**config.mk**
```make
export PLATFORM = sky130hd
export DESIGN_NAME = maze_solver_param
export DESIGN_NICKNAME = d
export VERILOG_FILES = /design/src/rtl/maze_solver_param.sv
export SDC_FILE = /design/constraint.sdc
export NUM_CORES = 1
export LEC_CHECK = 0
export CAP_MARGIN = 5
export CORE_UTILIZATION = 45
export CTS_CLUSTER_DIAMETER = 50
export DETAILED_ROUTE_END_ITERATION = 6
export GPL_TIMING_DRIVEN = 0
export PLACE_DENSITY_LB_ADDON = 0.08
export SLEW_MARGIN = 25
export SYNTH_ARGS = -nofsm -noshare
export SYNTH_HDL_FRONTEND = slang
export SYNTH_SLANG_ARGS = --single-unit
```
**constraint.sdc**
```tcl
create_clock -name CLK -period 8.7 [get_ports CLK]
set_clock_uncertainty 0.1 [all_clocks]
set_input_delay 1.74 -clock CLK [delete_from_list [all_inputs] [get_ports CLK]]
set_output_delay 1.74 -clock CLK [all_outputs]
set_load 0.01 [all_outputs]
```
**src/rtl/maze_solver_param.sv**
```systemverilog
// Iterative depth-first maze search over a 1-bit cell RAM.
// Run-time start/goal, bounds skip, overflow fail, path replay.
module maze_solver_param #(
  parameter int COORD_W     = 4,
  parameter int MAX_X       = 15,
  parameter int MAX_Y       = 15,
  parameter int STACK_DEPTH = 256,
  parameter int SP_W        = 9
) (
  input  logic               CLK,
  input  logic               RST,
  input  logic               Start,
  input  logic               Run,
  input  logic [COORD_W-1:0] start_x,
  input  logic [COORD_W-1:0] start_y,
  input  logic [COORD_W-1:0] goal_x,
  input  logic [COORD_W-1:0] goal_y,
  input  logic               D_out,
  output logic               D_in,
  output logic               RD,
  output logic               WR,
  output logic [COORD_W-1:0] addr_x,
  output logic [COORD_W-1:0] addr_y,
  output logic [COORD_W-1:0] X,
  output logic [COORD_W-1:0] Y,
  output logic [1:0]         Move,
  output logic               Move_valid,
  output logic [SP_W-1:0]    path_len,
  output logic               Done,
  output logic               Fail
);

  localparam int AW =
    (STACK_DEPTH > 1) ? $clog2(STACK_DEPTH) : 1;
  localparam logic [COORD_W-1:0] XM = COORD_W'(MAX_X);
  localparam logic [COORD_W-1:0] YM = COORD_W'(MAX_Y);
  localparam logic [SP_W-1:0] SP_MAX = SP_W'(STACK_DEPTH);

  localparam logic [3:0] S_IDLE   = 4'd0;
  localparam logic [3:0] S_MARK   = 4'd1;
  localparam logic [3:0] S_TRY    = 4'd2;
  localparam logic [3:0] S_READ   = 4'd3;
  localparam logic [3:0] S_EVAL   = 4'd4;
  localparam logic [3:0] S_BACK   = 4'd5;
  localparam logic [3:0] S_DONE   = 4'd6;
  localparam logic [3:0] S_FAIL   = 4'd7;
  localparam logic [3:0] S_REPLAY = 4'd8;

  logic [3:0]         state;
  logic [COORD_W-1:0] pos_x, pos_y;
  logic [COORD_W-1:0] gx_q, gy_q;
  logic [2:0]         dir;
  logic [SP_W-1:0]    sp, ri, sp_m1;
  logic [1:0]         stack [STACK_DEPTH];

  logic [COORD_W-1:0] nb_x, nb_y, bk_x, bk_y;
  logic               nb_ok, push, restart;
  logic [1:0]         pop_d;

  assign sp_m1 = sp - 1'b1;
  assign pop_d = stack[sp_m1[AW-1:0]];

  // Neighbour in direction dir; nb_ok is false off-grid or dir==4
  always_comb begin
    nb_x  = pos_x;
    nb_y  = pos_y;
    nb_ok = 1'b0;
    case (dir)
      3'd0: begin
        nb_x  = pos_x + 1'b1;
        nb_ok = pos_x < XM;
      end
      3'd1: begin
        nb_y  = pos_y - 1'b1;
        nb_ok = pos_y != '0;
      end
      3'd2: begin
        nb_x  = pos_x - 1'b1;
        nb_ok = pos_x != '0;
      end
      3'd3: begin
        nb_y  = pos_y + 1'b1;
        nb_ok = pos_y < YM;
      end
      default: nb_ok = 1'b0;
    endcase
  end

  always_comb begin
    bk_x = pos_x;
    bk_y = pos_y;
    case (pop_d)
      2'd0:    bk_x = pos_x - 1'b1;
      2'd1:    bk_y = pos_y + 1'b1;
      2'd2:    bk_x = pos_x + 1'b1;
      default: bk_y = pos_y - 1'b1;
    endcase
  end

  assign restart = Start &&
    (state == S_IDLE || state == S_DONE ||
     state == S_FAIL);
  assign push = (state == S_EVAL) && !D_out &&
    (sp != SP_MAX);

  always_ff @(posedge CLK) begin
    if (RST) begin
      state <= S_IDLE;
      pos_x <= '0;
      pos_y <= '0;
      gx_q  <= '0;
      gy_q  <= '0;
      dir   <= '0;
      sp    <= '0;
      ri    <= '0;
    end else if (restart) begin
      pos_x <= start_x;
      pos_y <= start_y;
      gx_q  <= goal_x;
      gy_q  <= goal_y;
      sp    <= '0;
      state <= (start_x == goal_x && start_y == goal_y)
        ? S_DONE : S_MARK;
    end else begin
      case (state)
        S_MARK: begin
          dir   <= '0;
          state <= S_TRY;
        end
        S_TRY: begin
          if (dir == 3'd4) state <= S_BACK;
          else if (nb_ok)  state <= S_READ;
          else             dir   <= dir + 3'd1;
        end
        S_READ: state <= S_EVAL;
        S_EVAL: begin
          if (D_out) begin
            dir   <= dir + 3'd1;
            state <= S_TRY;
          end else if (sp == SP_MAX) begin
            state <= S_FAIL;
          end else begin
            sp    <= sp + 1'b1;
            pos_x <= nb_x;
            pos_y <= nb_y;
            state <= (nb_x == gx_q && nb_y == gy_q)
              ? S_DONE : S_MARK;
          end
        end
        S_BACK: begin
          if (sp == '0) begin
            state <= S_FAIL;
          end else begin
            sp    <= sp_m1;
            pos_x <= bk_x;
            pos_y <= bk_y;
            dir   <= {1'b0, pop_d} + 3'd1;
            state <= S_TRY;
          end
        end
        S_DONE: begin
          if (Run && sp != '0) begin
            ri    <= '0;
            state <= S_REPLAY;
          end
        end
        S_REPLAY: begin
          if (Run) begin
            ri <= ri + 1'b1;
            if (ri == sp_m1) state <= S_DONE;
          end
        end
        default: state <= state;
      endcase
    end
  end

  // Path storage kept reset-free so it can map onto RAM
  always_ff @(posedge CLK) begin
    if (push) stack[sp[AW-1:0]] <= dir[1:0];
  end

  assign WR         = (state == S_MARK);
  assign RD         = (state == S_READ);
  assign D_in       = WR;
  assign X          = pos_x;
  assign Y          = pos_y;
  assign path_len   = sp;
  assign Done       = (state == S_DONE) ||
                      (state == S_REPLAY);
  assign Fail       = (state == S_FAIL);
  assign Move_valid = (state == S_REPLAY) && Run;
  assign Move       = Move_valid ? stack[ri[AW-1:0]] : 2'd0;

  always_comb begin
    addr_x = '0;
    addr_y = '0;
    unique case (1'b1)
      WR: begin
        addr_x = pos_x;
        addr_y = pos_y;
      end
      RD: begin
        addr_x = nb_x;
        addr_y = nb_y;
      end
      default: ;
    endcase
  end

endmodule

```
# ---- Word level (Yosys, flattened, before mapping)
# Memory sizes are Yosys's and may differ from the RTL's. A register that Yosys moved wholly into a read port is not among the register bits.
# Cells that the tools add are included.
dict set report op_classes {
  n_eq_ne 38
  n_mux 46
  n_bitwise 1
  n_lt_le_gt_ge 2
  n_addsub 9
  n_reduce_logical 31
}
# op n
set op_table {}
lappend op_table {{$pmux W4 S2} 8}
lappend op_table {{$mux W4} 14}
lappend op_table {{$mux W9} 5}
lappend op_table {{$pmux W9 S2} 2}
lappend op_table {{$pmux W4 S7} 1}
lappend op_table {{$mux W3} 9}
lappend op_table {{$ne A3 B3 Y1 const B} 7}
lappend op_table {{$add A9 B1 Y9 const B} 2}
lappend op_table {{$eq A4 B3 Y1 const B} 4}
lappend op_table {{$eq A4 B4 Y1} 4}
lappend op_table {{$mux W8} 2}
lappend op_table {{$ne A2 B2 Y1 const B} 8}
lappend op_table {{$reduce_and A5 Y1} 3}
lappend op_table {{$pmux W3 S4} 1}
lappend op_table {{$reduce_bool A4 Y1} 3}
lappend op_table {{$eq A9 B9 Y1} 1}
lappend op_table {{$eq A9 B9 Y1 const B} 1}
lappend op_table {{$logic_not A9 Y1} 1}
lappend op_table {{$ne A9 B9 Y1 const B} 1}
lappend op_table {{$reduce_bool A9 Y1} 1}
lappend op_table {{$sub A9 B1 Y9 const B} 1}
lappend op_table {{$add A4 B1 Y4 const B} 2}
lappend op_table {{$eq A4 B2 Y1 const B} 2}
lappend op_table {{$lt A4 B4 Y1 const B} 2}
lappend op_table {{28 further kinds} 42}
dict set report word_totals {
  memories 1
  regBits 41
  ramBits 512
  word_cells 136
}
# name depth word_bits read_ports rd_clocked_by_memory_dff write_ports line
set memory_table {}
lappend memory_table {stack 256 2 2 1 1 54} ;# logic [1:0] stack [STACK_DEPTH];

# ---- Logic depth before layout (Yosys ltp)
# Gate-level depths: netlist of run 1.
dict set report depth {
  depth_word 9
  depth_mapped 23
  depth_no_buf 15
}

# ---- Least setup slack after synthesis of run 1
# Ideal clock, no wire load.
dict set report synth_timing {
  path_type {register to output}
  start {register dir[1]}
  end {output port addr_x[3]}
  arrival_ns 4.853
  setup_slack_ns 2.007
  stages_incl_launch_ff 5
  required_ns 6.860
  path_cell_list {dfxtp_1 or4b_2 a21oi_1 xnor2_1 a211oi_1}
}
dict set report synth_between {
  elab_chain_cells 3
  word_cells_on_any_way 4
}
# item line
set synth_lines {}
lappend synth_lines {{from (decl)} 52} ;# logic [2:0] dir;
lappend synth_lines {{from (signal assigned)} 133} ;# else dir <= dir + 3'd1;
lappend synth_lines {{from (signal assigned)} 138} ;# dir <= dir + 3'd1;
lappend synth_lines {{from (signal assigned)} 157} ;# dir <= {1'b0, pop_d} + 3'd1;
lappend synth_lines {{$eq A3 B2 Y1 or $logic_not A3 Y1 (tied branches)} 68} ;# case (dir)
lappend synth_lines {{$pmux W4 S2 (*)} 68}
lappend synth_lines {{$pmux W4 S2 (*)} 198} ;# unique case (1'b1)
lappend synth_lines {{to (decl)} 22} ;# output logic [COORD_W-1:0] addr_x,
# Mark *: on every way between the ends. The rest lies on a longest branch, timed or not.

==> qor.yml, run 1 <==
setup_path:
  cp.arrival_ns: 5.05
  critPathKind: "reg2out"
  critical_path_required_ns: 6.86
  cp-start-kind: "register"
  cp_max_fo: 10
  end_kind: "primary output"
synth:
  yosysUniqueCellTypes: 92
  syn_area_mm2: 0.0288
  syn_avg_cell_area_um2: 15.0
  ys_seq_area_share_pct: 56.8
  async_flop_share_pct: 0
  syn_nets: 1954
  synthCells: 1922
  synth_top_area_share_pct: 53.4
  yosys_register_bits: 561
  synth_warnings: 0
  ys.flop_type: "edfxtp_1"
  synth_edf_count: 512
  yosysTopAreaCell: "edfxtp_1"
  synth_area_leaders: "edfxtp_1 (53%), mux4_2 (22%), nor2_1 (4.4%), dfxtp_1 (3.4%), nand2_1 (1.9%)"
cts:
  clkLatencyLatePin_ns: 0.63
  cts_setup_buffers: 0
  numCtsBuffers: 74
  cts-root-buf: "clkbuf_16"
  clkTransAtPathRegs_ns: 0.05
  cts_tree: "built"
  holdBufCountCts: 0
  numClockSinks: 561
  htree_levels: 3
  clock_path_buffers: 3
  cts_resized: 0
grt:
  antenna_found_initial: 1
  grt_max_degree: 74
  grt_pass1_vias: 19400
  grt_usage_pct: 32.1
  grt_first_pass_wirelength_mm: 144
  grt-ovfl-total: 0
timing:
  period_minus_slack_ns: 6.89
  worstMarginPinSlew_ns: 1.13
  slew_violations: 0
  rsz0062_at_grt: "false"
  tns_ns: 0
  max_freq_ghz: 0.145
  hold_violations: 0
  fin_crit_sh_pct: 79.2
  slew_headroom_pct: 24.9
  setup_viol: 0
detailed_routing:
  detail-route-antenna-nets: 0
  wl_mm: 102
  avgRoutedWirePerCell_um: 34.6
  vias: 19700
  vias_per_cell: 6.63
  first_pass_iters: 5
  drc: 0
  drt_iter0_markers: 2775
flow_run:
  cap_violations: 0
finish:
  most-common-layout-cells: "edfxtp_1 (512), nor2_1 (338), mux4_2 (283)"
  area_growth_pct: 14.9
  final_common_cell: "edfxtp_1"
  multi_input_area_mm2: 0.0117
  seq_area_mm2: 0.0164
  nets: 2091
  post-route-util_pct: 52.4
  layout-drive-gt1-share_pct: 24.1
  fin_area_mm2: 0.0331
  fillers: 5327
place:
  place.gp.congestion: 0.988
  hpwl_mm: 71.6
  place_area_mm2: 0.0306
  portBuffers: 52
die:
  initial_core_util_pct: 45.6
  fp-row-count: 92
  die_w_um: 255
  die_y_um: 255
  dieArea_mm2: 0.0650
  io_pins: 54
  core_area_mm2: 0.0631
status:
  status: "completed"
pwr:
  power_density_mw_per_mm2: 213
  max-vdd-ir-drop_mv: 0.187
  power.leakage_nw: 9.60
hold_path:
  hp-class: "reg2reg"
## sequential cells by signal (all words and copies together) (netlist names), named ones only
| signal | cells |
|---|---|
| stack | 512 |
| path_len | 9 |
| ri | 9 |
| X | 4 |
| Y | 4 |
| gx_q | 4 |
| gy_q | 4 |
| state | 4 |
| dir | 3 |
## area by class of cell
cell class / instances / share of cell area (%)
Antenna cell: 1 / 0.00757
Buffer: 157 / 2.36
Clock buffer: 87 / 5.81
Clock inverter: 48 / 1.46
Inverter: 12 / 0.136
Multi-Input combinational cell: 1192 / 35.3
Sequential cell: 561 / 49.5
Tap cell: 846 / 3.20
Timing Repair Buffer: 61 / 2.21
## metal layers
layer | routed length (um) | GRT usage [%] | up-vias | share of wire [%]
met5 | 0 | 0 | - | 0
met4 | 4590 | 12.9 | 0 | 4.5
met3 | 10900 | 9.25 | 249 | 11
met2 | 47800 | 50.7 | 1276 | 47
met1 | 39200 | 42.0 | 10200 | 38
li1 | - | - | 7932 | -
## kinds of logic after synthesis
kind of cell	after synthesis	synth area share, %
AOI/OAI and AO/OA	162	4.23
xor gates and xnor gates	56	1.89
adders and majority gates	11	0.478
buffers and inverters	169	2.75
DFF	561	56.8
muxes	337	24.4
and+or+nand+nor	626	9.46
## synth_stat cells, drive strengths merged, types with 10 or more instances
master	instances
a32oi	10
nor2	340
mux4	289
inv	11
buf	68
nand4	16
xnor2	30
nand2b	10
mux2i	46
dfxtp	49
nand3	43
clkbuf	89
nand2	144
a21oi	33
xor2	24
ha	11
nor2b	13
edfxtp	512
o21ai	19
a31oi	13
## final timing paths
kind                          endpoint                startpoint  cells past startpoint  slack (ns)
setup / recovery               Move[0]                  register                      8        1.81
hold / removal    gx_q[2]$_SDFFE_PP0P_      gx_q[2]$_SDFFE_PP0P_                      2        0.37
setup reg to reg   dir[2]$_SDFFE_PP0P_  path_len[0]$_SDFFE_PP0P_                     19        2.00
hold reg to reg   gx_q[2]$_SDFFE_PP0P_      gx_q[2]$_SDFFE_PP0P_                      2        0.37
## through the flow
| stage | hold WS, ns | power (mW) | worst slack, ns | std cells |
|---|---|---|---|---|
| finish | 0.365 | 7.04 | 1.81 | 2965 |
| global route | 0.393 | 7.22 | 1.79 | 2964 |
| CTS | 0.369 | 7.05 | 1.75 | 2963 |
| detailed placement | 0.363 | 4.05 | 2.16 | 2828 |
| global placement | 0.361 | 4.09 | -1.87 | 2820 |
| floorplan | 0.337 | 3.74 | 2.01 | 1922 |
## worst max-delay path, cell delays in order (launching register included)
cell	delay, ns
dfxtp_1	0.36
clkbuf_2	0.54
clkbuf_1	0.82
mux4_2	0.42
mux4_2	0.57
mux4_2	0.56
mux4_2	0.53
and2_1	0.18
clkdlybuf4s50_1	0.47
## power breakdown
part	internal [mW]	total (mW)	switching [mW]	leakage, nW
Clock	1.79	3.04	1.25	1.18
Combinational	0.296	0.816	0.520	3.77
Sequential	3.11	3.19	0.0790	4.65
Total	5.19	7.04	1.85	9.60
Power figures use the tool's default switching activity.
==> run 2, diff against run 1 <==
Clock period 8.7 ns to 5.7 ns, I/O delays scaled along.
==> run 2 against run 1 <==
Effect of this change:
- sequential share of layout area is 0.75 points lower
- clock power increased by 64%
- worst setup slack got worse by 1.8 ns
- total power grew 58%
- global-route usage is essentially flat
- via count rose by 1.5%
- critical path depth grew 1
- non-clock buffer count rose by 5
- core utilization is 0.80 points higher
- clock-buffer cell count increased by 14
==> qor.yml, run 2 (synthesized netlist as in run 1, its figures left out) <==
hold_path:
  hold_depth: 2  # unchanged
  hp-class: "reg2reg"
  hold_end: "gx_q[2]$_SDFFE_PP0P_"
  hp-start: "gx_q[2]$_SDFFE_PP0P_"
finish:
  post-route-util_pct: 53.2  # +0.80 points
  multi_input_area_mm2: 0.0117  # +0.37%
  area_growth_pct: 16.6
  most-common-layout-cells: "edfxtp_1 (512), nor2_1 (338), mux4_2 (283)"
  seq_area_mm2: 0.0164  # unchanged
  final_common_cell: "edfxtp_1"
  largest_reg_flops: 512  # unchanged
  layout-drive-gt1-share_pct: 25.2  # +1.1 points
  nets: 2098  # +0.33%
  fillers: 5318  # -0.17%
grt:
  grt-ovfl-total: 0  # unchanged
  grt_max_degree: 68  # -8.1%
  grt_usage_pct: 32.2  # about the same
  antenna_found_initial: 0  # -1
  grt_first_pass_wirelength_mm: 144  # +0.34%
  grt_pass1_vias: 19600  # +0.85%
timing:
  max_freq_ghz: 0.177
  period_minus_slack_ns: 5.66
  rsz0062_at_grt: "false"
  fin_crit_sh_pct: 99.3
  worstMarginPinSlew_ns: 1.13  # -0.0000740 ns
  slew_violations: 0  # unchanged
  slew_headroom_pct: 24.7  # -0.22 points
  tns_ns: 0  # unchanged
  hold_violations: 0  # unchanged
  setup_viol: 0  # unchanged
pwr:
  max-vdd-ir-drop_mv: 0.253  # +35%
  p_switching_mw: 2.83  # +53%
  power.leakage_nw: 9.81  # +2.2%
  swShare_pct: 25.4  # -0.81 points
  combPwrFrac_pct: 11.5  # about the same
  power_density_mw_per_mm2: 331  # +55%
  power.internal_mw: 8.28  # +60%
  power.share.clock_pct: 44.9  # +1.8 points
  p_seq_share_pct: 43.7  # -1.6 points
die:
  initial_core_util_pct: 45.6  # unchanged
  core_area_mm2: 0.0631  # unchanged
  die_y_um: 255  # unchanged
  io_pins: 54  # unchanged
  dieArea_mm2: 0.0650  # unchanged
  fp-row-count: 92  # unchanged
  die_w_um: 255  # unchanged
setup_path:
  rr_worst_depth: 21  # +2
  end_kind: "primary output"
  critPathKind: "reg2out"
  reg2reg_setup_slack_ns: 0.18  # -1.82 ns
  cp_max_fo: 10  # unchanged
  timing.rr.end: "dir[2]$_SDFFE_PP0P_"
  r2r-start: "path_len[0]$_SDFFE_PP0P_"
  cp.arrival_ns: 4.42  # -0.63 ns
  critical_path_required_ns: 4.46  # -2.40 ns
  cp-start-kind: "register"
place:
  portBuffers: 52  # unchanged
  hpwl_mm: 71.9  # +0.40%
  place.gp.congestion: 0.991  # +0.37%
detailed_routing:
  vias_per_cell: 6.71  # +1.2%
  detail-route-antenna-nets: 0  # unchanged
  avgRoutedWirePerCell_um: 34.4  # -0.33%
  drc: 0  # unchanged
  first_pass_iters: 6  # +1
  drt_iter0_markers: 2779  # +0.14%
  vias: 20000  # +1.5%
  wl_mm: 102  # about the same
cts:
  htree_levels: 3  # unchanged
  numCtsBuffers: 76  # +2.7%
  clkTransAtPathRegs_ns: 0.06  # about the same
  cts_tree: "built"
  cts-root-buf: "clkbuf_16"
  numClockSinks: 561  # unchanged
  clkLatencyLatePin_ns: 0.61  # -0.02 ns
  clock_path_buffers: 3  # unchanged
status:
  status: "completed"
flow_run:
  cap_violations: 0  # unchanged
==> run 2: cell types whose count changed in the layout (fill, tap and decap cells not counted), moves of 5 or more <==
cell	delta
clkbuf_4	+13
buf_6	+9
clkbuf_1	-6
buf_2	-14
buf_8	+6
clkinv_1	-5
clkbuf_16	+7
buf_4	+5
==> run 2: final cells by class <==
type	instances	share of cell area, %
Antenna cell	1	0.00745
Tap cell	846	3.15
Inverter	12	0.145
Sequential cell	561	48.7
Clock buffer	101	6.35
Clock inverter	38	1.45
Timing Repair Buffer	66	2.31
Buffer	157	2.92
Multi-Input combinational cell	1192	34.9
==> run 2: metrics by stage <==
step | setup WS, ns | area, um2 | instances | hold WS, ns | total power [mW]
6_report | 0.0402 | 33600 | 2974 | 0.373 | 11.1
5_1_grt | 0.000281 | 33600 | 2973 | 0.391 | 11.4
4_1_cts | 0.0186 | 33500 | 2971 | 0.375 | 11.1
3_5_place_dp | -0.875 | 30700 | 2829 | 0.367 | 6.19
3_3_place_gp | -1.20 | 30400 | 2820 | 0.359 | 6.17
2_1_floorplan | 1.13 | 28800 | 1922 | 0.337 | 5.67
==> run 2: power by group through the flow <==
| stage | registers, mW | logic (mW) | clock network, mW |
|---|---|---|---|
| 2_1_floorplan | 5.03 | 0.636 | 0 |
| 3_3_place_gp | 5.21 | 0.964 | 0 |
| 3_5_place_dp | 4.93 | 1.25 | 0 |
| 4_1_cts | 4.85 | 1.26 | 5.00 |
| 5_1_grt | 4.86 | 1.37 | 5.16 |
| 6_report | 4.85 | 1.28 | 4.98 |
==> run 2: how the worst max path moves through the flow <==
stage	to
2_1_floorplan	addr_x[3]
3_3_place_gp	dir[2]$_SDFFE_PP0P_
3_5_place_dp	dir[2]$_SDFFE_PP0P_
4_1_cts	Move[0]
5_1_grt	Move[1]
6_report	Move[1]
==> run 2: critical path, stage by stage (launching register included) <==
cell and delay, ns:
dfxtp_1 0.40, clkbuf_8 0.24, buf_8 0.20, buf_16 0.16
mux4_2 0.53, mux4_2 0.53, mux4_2 0.54, mux4_2 0.53
and2_1 0.17, clkdlybuf4s50_1 0.47
==> run 2: repair_timing <==
item,CTS,global route
pin swaps,2,1
endpoints found under the setup margin,13,10
hold buffers,0,0
gates resized for setup,69,15
setup buffers,3,2
==> run 2: metal layers <==
| metal | vias to the layer above | wire length [um] | track usage, % | part of all wire [%] |
|---|---|---|---|---|
| li1 | 7959 | - | - | - |
| met1 | 10400 | 38300 | 42.3 | 37 |
| met2 | 1366 | 47600 | 50.3 | 46 |
| met3 | 278 | 11500 | 8.64 | 11 |
| met4 | 0 | 5050 | 14.1 | 4.9 |
| met5 | - | 0 | 0 | 0 |
==> run 3, diff against run 2 <==
==> constraint.sdc (replaced) <==
create_clock -name CLK -period 5.7 [get_ports CLK]
set_clock_uncertainty 0.1 [all_clocks]
set_input_delay 1.14 -clock CLK [delete_from_list [all_inputs] [get_ports CLK]]
set_output_delay 1.14 -clock CLK [all_outputs]
set_load 0.1 [all_outputs]
==> run 3 against run 2 <==
Effect of this change:
- register-to-register slack worse by 0.098 ns
- cell area shrank 0.71%
- first-iteration DRC count is 0.22% lower
- critical path type is now reg2reg
- via count decreased by 1.0%
- flip-flop and latch count did not move
- global-route usage rose by 0.11 points
- die area is the same
- non-clock buffer count is the same
- largest cell class unchanged
- cell count is 0.34% lower
==> qor.yml, run 3 (synthesized netlist as in run 1, its figures left out) <==
cts:
  clkTransAtPathRegs_ns: 0.05  # about the same
  htree_levels: 3  # unchanged
  cts_tree: "built"
  clock_path_buffers: 3  # unchanged
  clkLatencyLatePin_ns: 0.62  # about the same
  holdBufCountCts: 0  # unchanged
  cts-root-buf: "clkbuf_16"
  numCtsBuffers: 74  # -2.6%
  numClockSinks: 561  # unchanged
die:
  io_pins: 54  # unchanged
  core_area_mm2: 0.0631  # unchanged
  dieArea_mm2: 0.0650  # unchanged
  fp-row-count: 92  # unchanged
  die_w_um: 255  # unchanged
  die_y_um: 255  # unchanged
  initial_core_util_pct: 45.6  # unchanged
flow_run:
  cap_violations: 0  # unchanged
detailed_routing:
  wl_mm: 102  # -0.21%
  first_pass_iters: 6  # unchanged
  drc: 0  # unchanged
  detail-route-antenna-nets: 0  # unchanged
  drt_iter0_markers: 2773  # -0.22%
  vias: 19800  # -1.0%
  vias_per_cell: 6.67  # -0.69%
  avgRoutedWirePerCell_um: 34.5  # +0.13%
setup_path:
  crit_start: "path_len[0]$_SDFFE_PP0P_"
  cp_max_fo: 12  # +2
  cp-start-kind: "register"
  r2r-start: "path_len[0]$_SDFFE_PP0P_"
  critPathKind: "reg2reg"
  end_kind: "register"
  rr_worst_depth: 19  # -9.5%
  worstSetupEndpoint: "X[3]$_SDFFE_PP0P_"
  timing.rr.end: "X[3]$_SDFFE_PP0P_"
  cp.arrival_ns: 6.04  # +1.62 ns
  critical_path_required_ns: 6.12  # +1.66 ns
  reg2reg_setup_slack_ns: 0.08  # -0.10 ns
pwr:
  max-vdd-ir-drop_mv: 0.246  # -2.6%
  power_density_mw_per_mm2: 333  # +0.50%
  power.leakage_nw: 9.70  # -1.1%
finish:
  largest_reg_flops: 512  # unchanged
  area_growth_pct: 15.8
  nets: 2096  # -0.095%
  most-common-layout-cells: "edfxtp_1 (512), nor2_1 (338), mux4_2 (283)"
  layout-drive-gt1-share_pct: 25.2  # about the same
  fin_area_mm2: 0.0333  # -0.71%
  fillers: 5315  # -0.056%
  final_common_cell: "edfxtp_1"
  final_cells: 2964  # -0.34%
  post-route-util_pct: 52.8  # -0.38 points
grt:
  grt_usage_pct: 32.3  # +0.11 points
  grt_first_pass_wirelength_mm: 145  # +0.26%
  grt-ovfl-total: 0  # unchanged
  antenna_found_initial: 4  # +4
  grt_max_degree: 68  # unchanged
  grt_pass1_vias: 19700  # +0.81%
timing:
  layout_setup_ws_ns: 0.0825  # +0.0422 ns
  setup_viol: 0  # unchanged
  rsz0062_at_grt: "false"
  worstMarginPinSlew_ns: 1.11  # -0.0163 ns
  fin_crit_sh_pct: 98.6  # -0.74 points
  hold_violations: 0  # unchanged
  slew_headroom_pct: 25.8  # +1.1 points
  slew_violations: 0  # unchanged
  tns_ns: 0  # unchanged
  max_freq_ghz: 0.178  # +0.75%
  period_minus_slack_ns: 5.62  # -0.0422 ns
place:
  hpwl_mm: 72.3  # +0.47%
  dp_cells: 2830  # +0.035%
  place_ws_ns: -0.570  # +0.306 ns
  portBuffers: 52  # unchanged
  place.gp.congestion: 1.00  # +0.95%
  place_area_mm2: 0.0307  # about the same
status:
  status: "completed"
hold_path:
  hp-class: "reg2reg"
-- run 3: layout make-up --
cell class | instances | area, um2 | share of cell area [%]
Antenna cell | 1 | 2.50 | 0.00751
Buffer | 157 | 936 | 2.81
Clock buffer | 81 | 1920 | 5.76
Clock inverter | 48 | 520 | 1.56
Inverter | 12 | 48.8 | 0.146
Multi-Input combinational cell | 1192 | 11700 | 35.2
Sequential cell | 561 | 16400 | 49.1
Tap cell | 846 | 1060 | 3.18
Timing Repair Buffer | 66 | 753 | 2.26
-- run 3: per-layer routing --
metal | global-route usage (%) | part of all wire, %
met1 | 42.4 | 38
met2 | 50.4 | 46
met3 | 8.54 | 10
met4 | 14.6 | 4.8
met5 | 0 | 0.0088
-- run 3: how the worst min path moves through the flow --
stage	slack (ns)	startpoint	endpoint	cells after the start
detailed placement	0.37	gy_q[0]$_SDFFE_PP0P_	gy_q[0]$_SDFFE_PP0P_	2
global route	0.41	gx_q[1]$_SDFFE_PP0P_	gx_q[1]$_SDFFE_PP0P_	2
finish	0.38	gx_q[2]$_SDFFE_PP0P_	gx_q[2]$_SDFFE_PP0P_	2
floorplan	0.34	gx_q[2]$_SDFFE_PP0P_	gx_q[2]$_SDFFE_PP0P_	2
global placement	0.36	gx_q[2]$_SDFFE_PP0P_	gx_q[2]$_SDFFE_PP0P_	2
CTS	0.38	gy_q[0]$_SDFFE_PP0P_	gy_q[0]$_SDFFE_PP0P_	2
-- run 3: through the flow --
| step | hold slack (ns) | power, mW |
|---|---|---|
| 4_1_cts | 0.378 | 11.1 |
| 3_3_place_gp | 0.360 | 6.44 |
| 5_1_grt | 0.409 | 11.4 |
| 2_1_floorplan | 0.337 | 5.94 |
| 3_5_place_dp | 0.367 | 6.45 |
| 6_report | 0.378 | 11.1 |
-- run 3: critical path, stage by stage (launching register included) --
cell	delay (ns)
dfxtp_1	0.43
buf_6	0.23
buf_6	0.25
clkinvlp_4	0.17
buf_6	0.21
ha_1	0.27
buf_6	0.18
xor2_4	0.26
buf_8	0.26
buf_12	0.19
buf_4	0.34
buf_6	0.30
mux2i_1	0.34
a32oi_1	0.16
a31oi_1	0.45
a211oi_4	0.17
buf_4	0.17
o211ai_1	0.43
mux2_2	0.39
o211ai_1	0.18
-- run 3: where the power goes --
part           switching (mW)  internal [mW]
logic                    1.07          0.460
registers               0.115           4.75
clock network            1.84           2.85
-- run 3: repair_timing --
action / CTS / global route
gates cloned: 0 / 0
pin swaps: 1 / 1
hold endpoints to repair: 0 / 0
setup endpoints to repair: 13 / 7
buffers inserted: 1 / 2
gates resized for setup: 63 / 11
